**config.mk**
```make
export PLATFORM = sky130hd
export DESIGN_NAME = fft_power_spectrum_flat
export DESIGN_NICKNAME = d
export VERILOG_FILES = /design/src/rtl/fft_power_spectrum_if.sv /design/src/rtl/fft_power_spectrum.sv /design/src/flat_wrapper.sv
export SDC_FILE = /design/constraint.sdc
export NUM_CORES = 2
export LEC_CHECK = 0
export CAP_MARGIN = 20
export CORE_ASPECT_RATIO = 1.4
export CORE_MARGIN = 3
export CORE_UTILIZATION = 45
export CTS_BUF_LIST = sky130_fd_sc_hd__clkbuf_8
export DETAILED_ROUTE_END_ITERATION = 10
export HOLD_SLACK_MARGIN = 0.08
export PLACE_DENSITY_LB_ADDON = 0.2
export SYNTH_ARGS = -nofsm -noshare
export SYNTH_HDL_FRONTEND = slang
export SYNTH_SLANG_ARGS = --single-unit
```
**constraint.sdc**
```tcl
create_clock -name aclk -period 21.8 [get_ports aclk]
set_input_delay 2.18 -clock aclk [delete_from_list [all_inputs] [get_ports aclk]]
set_output_delay 2.18 -clock aclk [all_outputs]
set_load 0.02 [all_outputs]
```
**src/rtl/fft_power_spectrum_if.sv**
```systemverilog
// Stream bundle between fft_power_spectrum and its neighbours: the complex input stream
// from fft_core and the power output stream. slave is the block's view, master the environment's.
interface fft_power_spectrum_if #(
  parameter int unsigned IN_W      = 24,
  parameter int unsigned NFFT_LOG2 = 7
);

  logic [2*IN_W-1:0]    s_axis_tdata;
  logic                 s_axis_tvalid;
  logic                 s_axis_tlast;
  logic                 s_axis_tready;

  logic [2*IN_W-1:0]    m_axis_tdata;
  logic [NFFT_LOG2-1:0] m_axis_tuser;
  logic                 m_axis_tvalid;
  logic                 m_axis_tlast;
  logic                 m_axis_tready;

  modport slave (
    input  s_axis_tdata,
    input  s_axis_tvalid,
    input  s_axis_tlast,
    output s_axis_tready,
    output m_axis_tdata,
    output m_axis_tuser,
    output m_axis_tvalid,
    output m_axis_tlast,
    input  m_axis_tready
  );

  modport master (
    output s_axis_tdata,
    output s_axis_tvalid,
    output s_axis_tlast,
    input  s_axis_tready,
    input  m_axis_tdata,
    input  m_axis_tuser,
    input  m_axis_tvalid,
    input  m_axis_tlast,
    output m_axis_tready
  );

endinterface

```
**src/rtl/fft_power_spectrum.sv**
```systemverilog
// Per-bin power re^2+im^2 of fft_core output through a stalling 3-stage pipeline, with frame
// length checking. Define PEAK_DETECT_EN to add per-frame peak bin reporting.
module fft_power_spectrum #(
  parameter int unsigned IN_W      = 24,
  parameter int unsigned NFFT_LOG2 = 7
) (
  input  logic                     aclk,
  input  logic                     aresetn,
  fft_power_spectrum_if.slave      axis,
  output logic                     event_tlast_unexpected,
  output logic                     event_tlast_missing,
  output logic [NFFT_LOG2-1:0]     peak_bin,
  output logic [2*IN_W-1:0]        peak_power,
  output logic                     peak_valid
);

  localparam int unsigned PW  = 2 * IN_W;
  localparam int unsigned SqW = 2 * IN_W - 1;
  localparam logic [NFFT_LOG2-1:0] LastBin = '1;

  // Whole pipeline advances together; a stalled output freezes every stage.
  logic en;
  logic in_fire;

  logic signed [IN_W-1:0] in_re;
  logic signed [IN_W-1:0] in_im;

  // Stage 1
  logic                   s1_valid_q;
  logic signed [IN_W-1:0] s1_re_q;
  logic signed [IN_W-1:0] s1_im_q;
  logic                   s1_last_q;
  logic [NFFT_LOG2-1:0]   s1_bin_q;

  // Stage 2
  logic                   s2_valid_q;
  logic [SqW-1:0]         s2_re_sq_q;
  logic [SqW-1:0]         s2_im_sq_q;
  logic                   s2_last_q;
  logic [NFFT_LOG2-1:0]   s2_bin_q;

  // Stage 3 (output)
  logic                   m_valid_q;
  logic [PW-1:0]          m_data_q;
  logic [NFFT_LOG2-1:0]   m_user_q;
  logic                   m_last_q;

  logic [NFFT_LOG2-1:0]   bin_cnt_q;
  logic                   unexp_q;
  logic                   miss_q;

  logic signed [PW-1:0]   re_ext;
  logic signed [PW-1:0]   im_ext;
  logic [SqW-1:0]         re_sq;
  logic [SqW-1:0]         im_sq;
  logic [PW-1:0]          pwr_sum;

  assign en                 = ~m_valid_q | axis.m_axis_tready;
  assign axis.s_axis_tready = en;
  assign in_fire            = axis.s_axis_tvalid & en;

  assign in_re = axis.s_axis_tdata[IN_W-1:0];
  assign in_im = axis.s_axis_tdata[PW-1:IN_W];

  // A square of an IN_W-bit signed value peaks at 2^(2*IN_W-2), so SqW unsigned bits suffice.
  assign re_ext  = {{IN_W{s1_re_q[IN_W-1]}}, s1_re_q};
  assign im_ext  = {{IN_W{s1_im_q[IN_W-1]}}, s1_im_q};
  assign re_sq   = SqW'(re_ext * re_ext);
  assign im_sq   = SqW'(im_ext * im_ext);
  assign pwr_sum = {1'b0, s2_re_sq_q} + {1'b0, s2_im_sq_q};

  always_ff @(posedge aclk) begin
    if (!aresetn) begin
      s1_valid_q <= 1'b0;
      s1_re_q    <= '0;
      s1_im_q    <= '0;
      s1_last_q  <= 1'b0;
      s1_bin_q   <= '0;
      s2_valid_q <= 1'b0;
      s2_re_sq_q <= '0;
      s2_im_sq_q <= '0;
      s2_last_q  <= 1'b0;
      s2_bin_q   <= '0;
      m_valid_q  <= 1'b0;
      m_data_q   <= '0;
      m_user_q   <= '0;
      m_last_q   <= 1'b0;
    end else if (en) begin
      s1_valid_q <= axis.s_axis_tvalid;
      if (axis.s_axis_tvalid) begin
        s1_re_q   <= in_re;
        s1_im_q   <= in_im;
        s1_last_q <= axis.s_axis_tlast;
        s1_bin_q  <= bin_cnt_q;
      end
      s2_valid_q <= s1_valid_q;
      if (s1_valid_q) begin
        s2_re_sq_q <= re_sq;
        s2_im_sq_q <= im_sq;
        s2_last_q  <= s1_last_q;
        s2_bin_q   <= s1_bin_q;
      end
      m_valid_q <= s2_valid_q;
      if (s2_valid_q) begin
        m_data_q <= pwr_sum;
        m_user_q <= s2_bin_q;
        m_last_q <= s2_last_q;
      end
    end
  end

  assign axis.m_axis_tvalid = m_valid_q;
  assign axis.m_axis_tdata  = m_data_q;
  assign axis.m_axis_tuser  = m_user_q;
  assign axis.m_axis_tlast  = m_last_q;

  // Frame-length check runs on accepted input beats, so it never waits on output backpressure.
  always_ff @(posedge aclk) begin
    if (!aresetn) begin
      bin_cnt_q <= '0;
      unexp_q   <= 1'b0;
      miss_q    <= 1'b0;
    end else begin
      unexp_q <= 1'b0;
      miss_q  <= 1'b0;
      if (in_fire) begin
        if (axis.s_axis_tlast) begin
          bin_cnt_q <= '0;
          unexp_q   <= (bin_cnt_q != LastBin);
        end else if (bin_cnt_q == LastBin) begin
          bin_cnt_q <= '0;
          miss_q    <= 1'b1;
        end else begin
          bin_cnt_q <= bin_cnt_q + NFFT_LOG2'(1);
        end
      end
    end
  end

  assign event_tlast_unexpected = unexp_q;
  assign event_tlast_missing    = miss_q;

`ifdef PEAK_DETECT_EN
  logic                 out_fire;
  logic                 beat_wins;
  logic                 trk_have_q;
  logic [NFFT_LOG2-1:0] trk_bin_q;
  logic [PW-1:0]        trk_pwr_q;
  logic [NFFT_LOG2-1:0] peak_bin_q;
  logic [PW-1:0]        peak_pwr_q;
  logic                 peak_valid_q;

  assign out_fire  = m_valid_q & axis.m_axis_tready;
  // Strict compare keeps the earliest (lowest) bin on ties.
  assign beat_wins = ~trk_have_q | (m_data_q > trk_pwr_q);

  always_ff @(posedge aclk) begin
    if (!aresetn) begin
      trk_have_q   <= 1'b0;
      trk_bin_q    <= '0;
      trk_pwr_q    <= '0;
      peak_bin_q   <= '0;
      peak_pwr_q   <= '0;
      peak_valid_q <= 1'b0;
    end else begin
      peak_valid_q <= 1'b0;
      if (out_fire) begin
        if (m_last_q) begin
          peak_valid_q <= 1'b1;
          peak_bin_q   <= beat_wins ? m_user_q : trk_bin_q;
          peak_pwr_q   <= beat_wins ? m_data_q : trk_pwr_q;
          trk_have_q   <= 1'b0;
          trk_bin_q    <= '0;
          trk_pwr_q    <= '0;
        end else if (beat_wins) begin
          trk_have_q <= 1'b1;
          trk_bin_q  <= m_user_q;
          trk_pwr_q  <= m_data_q;
        end
      end
    end
  end

  assign peak_bin   = peak_bin_q;
  assign peak_power = peak_pwr_q;
  assign peak_valid = peak_valid_q;
`else
  assign peak_bin   = '0;
  assign peak_power = '0;
  assign peak_valid = 1'b0;
`endif

endmodule

```
**src/flat_wrapper.sv**
```systemverilog
// flat-port wrapper written by rule: the top's interface ports become plain ports
module fft_power_spectrum_flat 
#(
  parameter int unsigned IN_W      = 24,
  parameter int unsigned NFFT_LOG2 = 7
)
  (aclk, aresetn, event_tlast_unexpected, event_tlast_missing, peak_bin, peak_power, peak_valid, axis_s_axis_tdata, axis_s_axis_tvalid, axis_s_axis_tlast, axis_s_axis_tready, axis_m_axis_tdata, axis_m_axis_tuser, axis_m_axis_tvalid, axis_m_axis_tlast, axis_m_axis_tready);
  fft_power_spectrum_if #(.IN_W(IN_W), .NFFT_LOG2(NFFT_LOG2)) axis_i ();
  input  logic aclk;
  input  logic aresetn;
  output logic event_tlast_unexpected;
  output logic event_tlast_missing;
  output logic [NFFT_LOG2-1:0] peak_bin;
  output logic [2*IN_W-1:0] peak_power;
  output logic peak_valid;
  input wire logic [$bits(axis_i.s_axis_tdata)-1:0] axis_s_axis_tdata;
  input wire logic [$bits(axis_i.s_axis_tvalid)-1:0] axis_s_axis_tvalid;
  input wire logic [$bits(axis_i.s_axis_tlast)-1:0] axis_s_axis_tlast;
  output wire logic [$bits(axis_i.s_axis_tready)-1:0] axis_s_axis_tready;
  output wire logic [$bits(axis_i.m_axis_tdata)-1:0] axis_m_axis_tdata;
  output wire logic [$bits(axis_i.m_axis_tuser)-1:0] axis_m_axis_tuser;
  output wire logic [$bits(axis_i.m_axis_tvalid)-1:0] axis_m_axis_tvalid;
  output wire logic [$bits(axis_i.m_axis_tlast)-1:0] axis_m_axis_tlast;
  input wire logic [$bits(axis_i.m_axis_tready)-1:0] axis_m_axis_tready;
  assign axis_i.s_axis_tdata = axis_s_axis_tdata;
  assign axis_i.s_axis_tvalid = axis_s_axis_tvalid;
  assign axis_i.s_axis_tlast = axis_s_axis_tlast;
  assign axis_s_axis_tready = axis_i.s_axis_tready;
  assign axis_m_axis_tdata = axis_i.m_axis_tdata;
  assign axis_m_axis_tuser = axis_i.m_axis_tuser;
  assign axis_m_axis_tvalid = axis_i.m_axis_tvalid;
  assign axis_m_axis_tlast = axis_i.m_axis_tlast;
  assign axis_i.m_axis_tready = axis_m_axis_tready;
  fft_power_spectrum #(.IN_W(IN_W), .NFFT_LOG2(NFFT_LOG2)) u_core (.aclk(aclk), .aresetn(aresetn), .axis(axis_i), .event_tlast_unexpected(event_tlast_unexpected), .event_tlast_missing(event_tlast_missing), .peak_bin(peak_bin), .peak_power(peak_power), .peak_valid(peak_valid));
endmodule
```
Word level (Yosys, flattened, before mapping) --
Index checks and enable logic that the tools add are counted.
Word-level totals: word-level logic and storage cells 36, bits in registers 226, bits of input ports 53
Cells by class: equal/unequal tests 2, muxes and demuxes 3, add/sub/neg operators 2, bitwise logic cells 5, reductions and logical operators 5, $mul 2
Operators by type and width (number):
- $mul 24x24->47 | 2
- $add 47x47->48 | 1
- $mux 7 | 2
- $add 7x1->7 const B | 1
- $eq 7x7->1 const B | 1
- $ne 7x7->1 const B | 1
- $reduce_and 2->1 | 3
- $not 1->1 | 3
- $reduce_and 3->1 | 1
- $reduce_or 3->1 | 1
- $and 1x1->1 | 1
- $mux 1 | 1
- $or 1x1->1 | 1

Depth between registers and ports, before layout --
depth in word-level cells 5, depth in mapped cells 29, mapped depth without buffers 28

Worst setup path before layout --
No wires, ideal clock.
path type register -> register, from register u_core.s1_im_q[23], to register u_core.s2_im_sq_q[46], arrival time 7.037 ns, data required time 21.667 ns, library setup time 0.133 ns, path slack 14.631 ns, buffers on the path 2, stages on the path, launching flop included 25, cells stage by stage dfxtp_1 clkbuf_1 clkbuf_1 nand2_1 inv_1 fa_1 fa_1 inv_1 fa_1 inv_1 fa_1 fa_1 fa_1 fa_1 ha_1 a21o_1 o21bai_1 a21o_1 a21oi_1 nor2_1 a211oi_1 nor3b_1 a21oi_1 xnor2_1 a21oi_1
On the way: cells in the longest elaborated chain, start to end 1
RTL lines:
- start: declaration | line fft_power_spectrum.sv:31 | logic signed [IN_W-1:0] s1_im_q;
- start signal: assignment | line fft_power_spectrum.sv:92 | s1_im_q <= in_im;
- $mul 24x24->47 | line fft_power_spectrum.sv:69 | assign im_sq = SqW'(im_ext * im_ext);
- end signal: assignment | line fft_power_spectrum.sv:99 | s2_im_sq_q <= im_sq;
- end: declaration | line fft_power_spectrum.sv:38 | logic [SqW-1:0] s2_im_sq_q;
Every way passes these cells. A chain may end at the register's enable or synchronous reset.

Worst setup path after layout --
from register u_core.s1_im_q[1], to register u_core.s2_im_sq_q[46]
The elaborated chain is that of the path after synthesis.

==> results.py <==
metrics = {
    "timing": {
        "fin_crit_ns": 8.060,
        "finalHoldViolations": 0,
        "maxSlewHeadroom_pct": 26.55,
        "fin_worst_skew_ns": 0.05835,
        "fin_crit_sh_pct": 36.97,
        "fin_tns_setup_ns": 0,
        "finalSetupViolations": 0,
        "worst_pin_slew_ns": 1.100,
        "rsz0062_at_grt": "no",
        "slew_viol_final": 0,
        "clock.fmax_mhz": 124.1,
    },
    "power_and_ir_drop": {
        "ir_drop_v": 0.00004373,
        "powerDensity_nw_per_um2": 46.66,
        "p_leak_uw": 0.02644,
        "totalPowerFinal_uw": 2367,
    },
    "clock_network": {
        "numCtsBuffers": 44,
        "cts_hold_buf": 0,
        "clk_latency_ns": 0.71,
        "post_cts_buffers": 0,
        "cts_tree": "built",
        "clock_sinks": 224,
        "cts_root_buf": "clkbuf_8",
        "path_clk_slew_ns": 0.06,
        "cts_buffer_depth": 3,
        "cts_resized": 0,
        "cts.htree.levels": 2,
    },
    "drt": {
        "first_pass_iters": 5,
        "routed_wl_mm": 121.1,
        "drt-initial-drc-count": 1383,
        "antenna_left": 0,
        "wire_per_inst_um": 18.26,
        "num_vias": 33110,
        "viasPerCell": 4.993,
        "drc": 0,
    },
    "placement": {
        "place.gp.congestion": 0.8818,
        "portBuffers": 112,
        "dp.cells": 6551,
        "dpl.hpwl_mm": 98.78,
    },
    "hold_path": {
        "hold_path.class": "reg -> reg",
        "min_from": "u_core.axis.m_axis_tdata[24]",
    },
    "critical_path": {
        "critical_path.startpoint": "u_core.s1_im_q[1]",
        "critPathKind": "reg -> reg",
        "slowest_delay_ns": 0.93,
        "crit_buf_inv": 2,
        "worst-path-max-fanout": 24,
        "crit_path_frequent_cell": "fa_1",
        "cp_slowest_cell": "dfxtp_1",
        "worstPathCellList": "and2_1 -> fa_1 -> fa_1 -> inv_1 -> fa_1 -> inv_1 -> fa_1 -> fa_1 -> fa_1 -> fa_1 -> ha_1 -> a21o_1 -> o21bai_1 -> a21o_1 -> a21oi_1 -> nor2_1 -> a211oi_1 -> nor3b_1 -> a21oi_1 -> xnor2_1 -> a21oi_1",
        "cp-start-kind": "flop",
        "crit_path_end_kind": "flop",
        "required_ns": 22.33,
        "reg2reg_setup_slack_ns": 13.74,
        "crit_arrival_ns": 8.59,
        "critPathTopFamily": "adder cells",
        "r2r_start": "u_core.s1_im_q[1]",
    },
    "layout": {
        "final_nets": 6723,
        "drive_gt1_share_pct": 3.352,
        "fillers": 10040,
        "areaGrowthSynthToFinish_pct": 6.921,
        "finalNonFillerCells": 6631,
    },
    "floorplanning": {
        "initial_utilization_pct": 45.44,
        "die_w_um": 280.4,
        "io_pins": 169,
        "die-area_um2": 109400,
        "row_count": 140,
        "design.core.area_um2": 104400,
        "fp.dieH_um": 390.2,
    },
    "synth": {
        "synth.area.top_cells": "fa_1 46%, inv_1 11%, dfxtp_1 9.5%",
        "synth_edf_count": 0,
        "yosys.area_share.adder_pct": 54.84,
        "synth_warnings": 0,
        "seq_area_frac_synth_pct": 9.453,
        "synth-seq-cells": 224,
        "ys_types": 88,
        "muxShareOfSynthArea_pct": 0.1583,
        "yosys.area_share.xor_xnor_pct": 2.899,
        "synthSimpleGateAreaFrac_pct": 11.90,
        "synth_top_family_by_area": "adder cells",
        "synth_area_um2": 47440,
        "synth_common_cells": "1343 x inv_1, 1095 x fa_1, 745 x nand2_1, 327 x ha_1, 271 x a21oi_1",
        "yosysMostFrequentCell": "inv_1",
        "synth_compound_area_share_pct": 7.694,
        "synth_area_leader_cell": "fa_1",
        "synthFlopType": "dfxtp_1",
        "synthArstFlopShare_pct": 0,
        "synth_top_area_share_pct": 46.21,
        "synthCells": 5225,
        "synth.avg_cell_area_um2": 9.079,
    },
    "grt": {
        "grt_overflow": 0,
        "grt_use_total_pct": 23.30,
        "grt_pass1_vias": 36940,
        "grt_max_degree": 87,
        "antenna_found_initial": 3,
        "grt_pass1_wl_mm": 199.5,
    },
    "run_status": {
        "outcome": "completed",
    },
    "run": {
        "maxCapViolations": 0,
    },
}
-- worst paths after layout --
kind                                  endpoint  cells after the start
hold reg to reg   u_core.axis.m_axis_tdata[24]                      2
setup reg to reg         u_core.s2_im_sq_q[46]                     21
hold / removal    u_core.axis.m_axis_tdata[24]                      2
setup / recovery         u_core.s2_im_sq_q[46]                     21
-- per-stage QoR --
| stage | util (%) | setup slack [ns] | hold slack [ns] | instance area (um2) |
|---|---|---|---|---|
| floorplan | - | 14.63 | 0.4291 | 47640 |
| global placement | 47.67 | 13.85 | 0.4397 | 49760 |
| detailed placement | 47.67 | 13.71 | 0.4441 | 49760 |
| CTS | 48.58 | 13.66 | 0.4518 | 50710 |
| global route | 48.58 | 13.24 | 0.4632 | 50720 |
| finish | 48.58 | 13.74 | 0.4479 | 50720 |
-- registers in the layout (all words and copies together), names as in the netlist --
name	flops
u_core.s2_last_q	1
u_core.s1_last_q	1
u_core.s1_re_q	24
u_core.axis.m_axis_tvalid	1
u_core.axis.m_axis_tlast	1
u_core.s2_re_sq_q	46
u_core.bin_cnt_q	7
u_core.s1_bin_q	7
u_core.s2_im_sq_q	46
u_core.s2_bin_q	7
u_core.s1_im_q	24
u_core.s2_valid_q	1
u_core.axis.m_axis_tdata	48
u_core.event_tlast_unexpected	1
u_core.event_tlast_missing	1
u_core.axis.m_axis_tuser	7
u_core.s1_valid_q	1
-- area by class of cell --
class | count | area, um2 | area share, %
multi-input combinational | 3464 | 36980 | 72.92
inverter | 1344 | 5050 | 9.957
sequential | 224 | 4484 | 8.842
tap | 1349 | 1688 | 3.328
timing repair buffer | 170 | 1556 | 3.069
clock buffer | 53 | 729.5 | 1.438
clock inverter | 25 | 221.5 | 0.4366
antenna | 2 | 5.005 | 0.009868
-- worst reg2reg max path, delay by kind of cell, from the launching register on --
kind | cells | cell delay [ns]
xor+xnor | 1 | 0.16
compound gates | 7 | 1.21
fa+ha+maj | 8 | 4.54
simple gates | 3 | 0.61
flops | 1 | 0.93
buf+inv | 2 | 0.46
-- cells in the final DEF (no fill, tap or decap), types with 59 or more instances in the layout --
cell type,Yosys,routed
ha_1,327,327
nor2_1,105,105
dfxtp_1,224,224
o21ai_0,77,77
and2_1,209,206
a21o_1,67,67
nand2_1,745,742
xnor2_1,98,98
fa_1,1095,1095
inv_1,1343,1353
xor2_1,59,59
a21oi_1,271,271
clkdlybuf4s50_1,0,112
-- cell families after synthesis --
family / count (synthesis)
buffers and inverters: 1592
adder cells (fa/ha/maj): 1422
AND/OR/NAND/NOR: 1248
AO/OA/AOI/OAI: 574
flip-flops: 224
XOR/XNOR: 157
multiplexers: 7
other: 1
-- where the power goes --
part	switching, uW	total (uW)	internal [uW]	leakage, uW
clock	230	489	258	0.000524
sequential	29.1	476	447	0.00182
combinational	855	1400	546	0.0241
-- metal layers --
layer  wire [um]  global-route usage [%]
met3        5345                   2.950
met4        4459                   7.585
met5           0                       0
met2       63080                   42.60
met1       48220                   28.37
(Power assumes the default switching activity.)
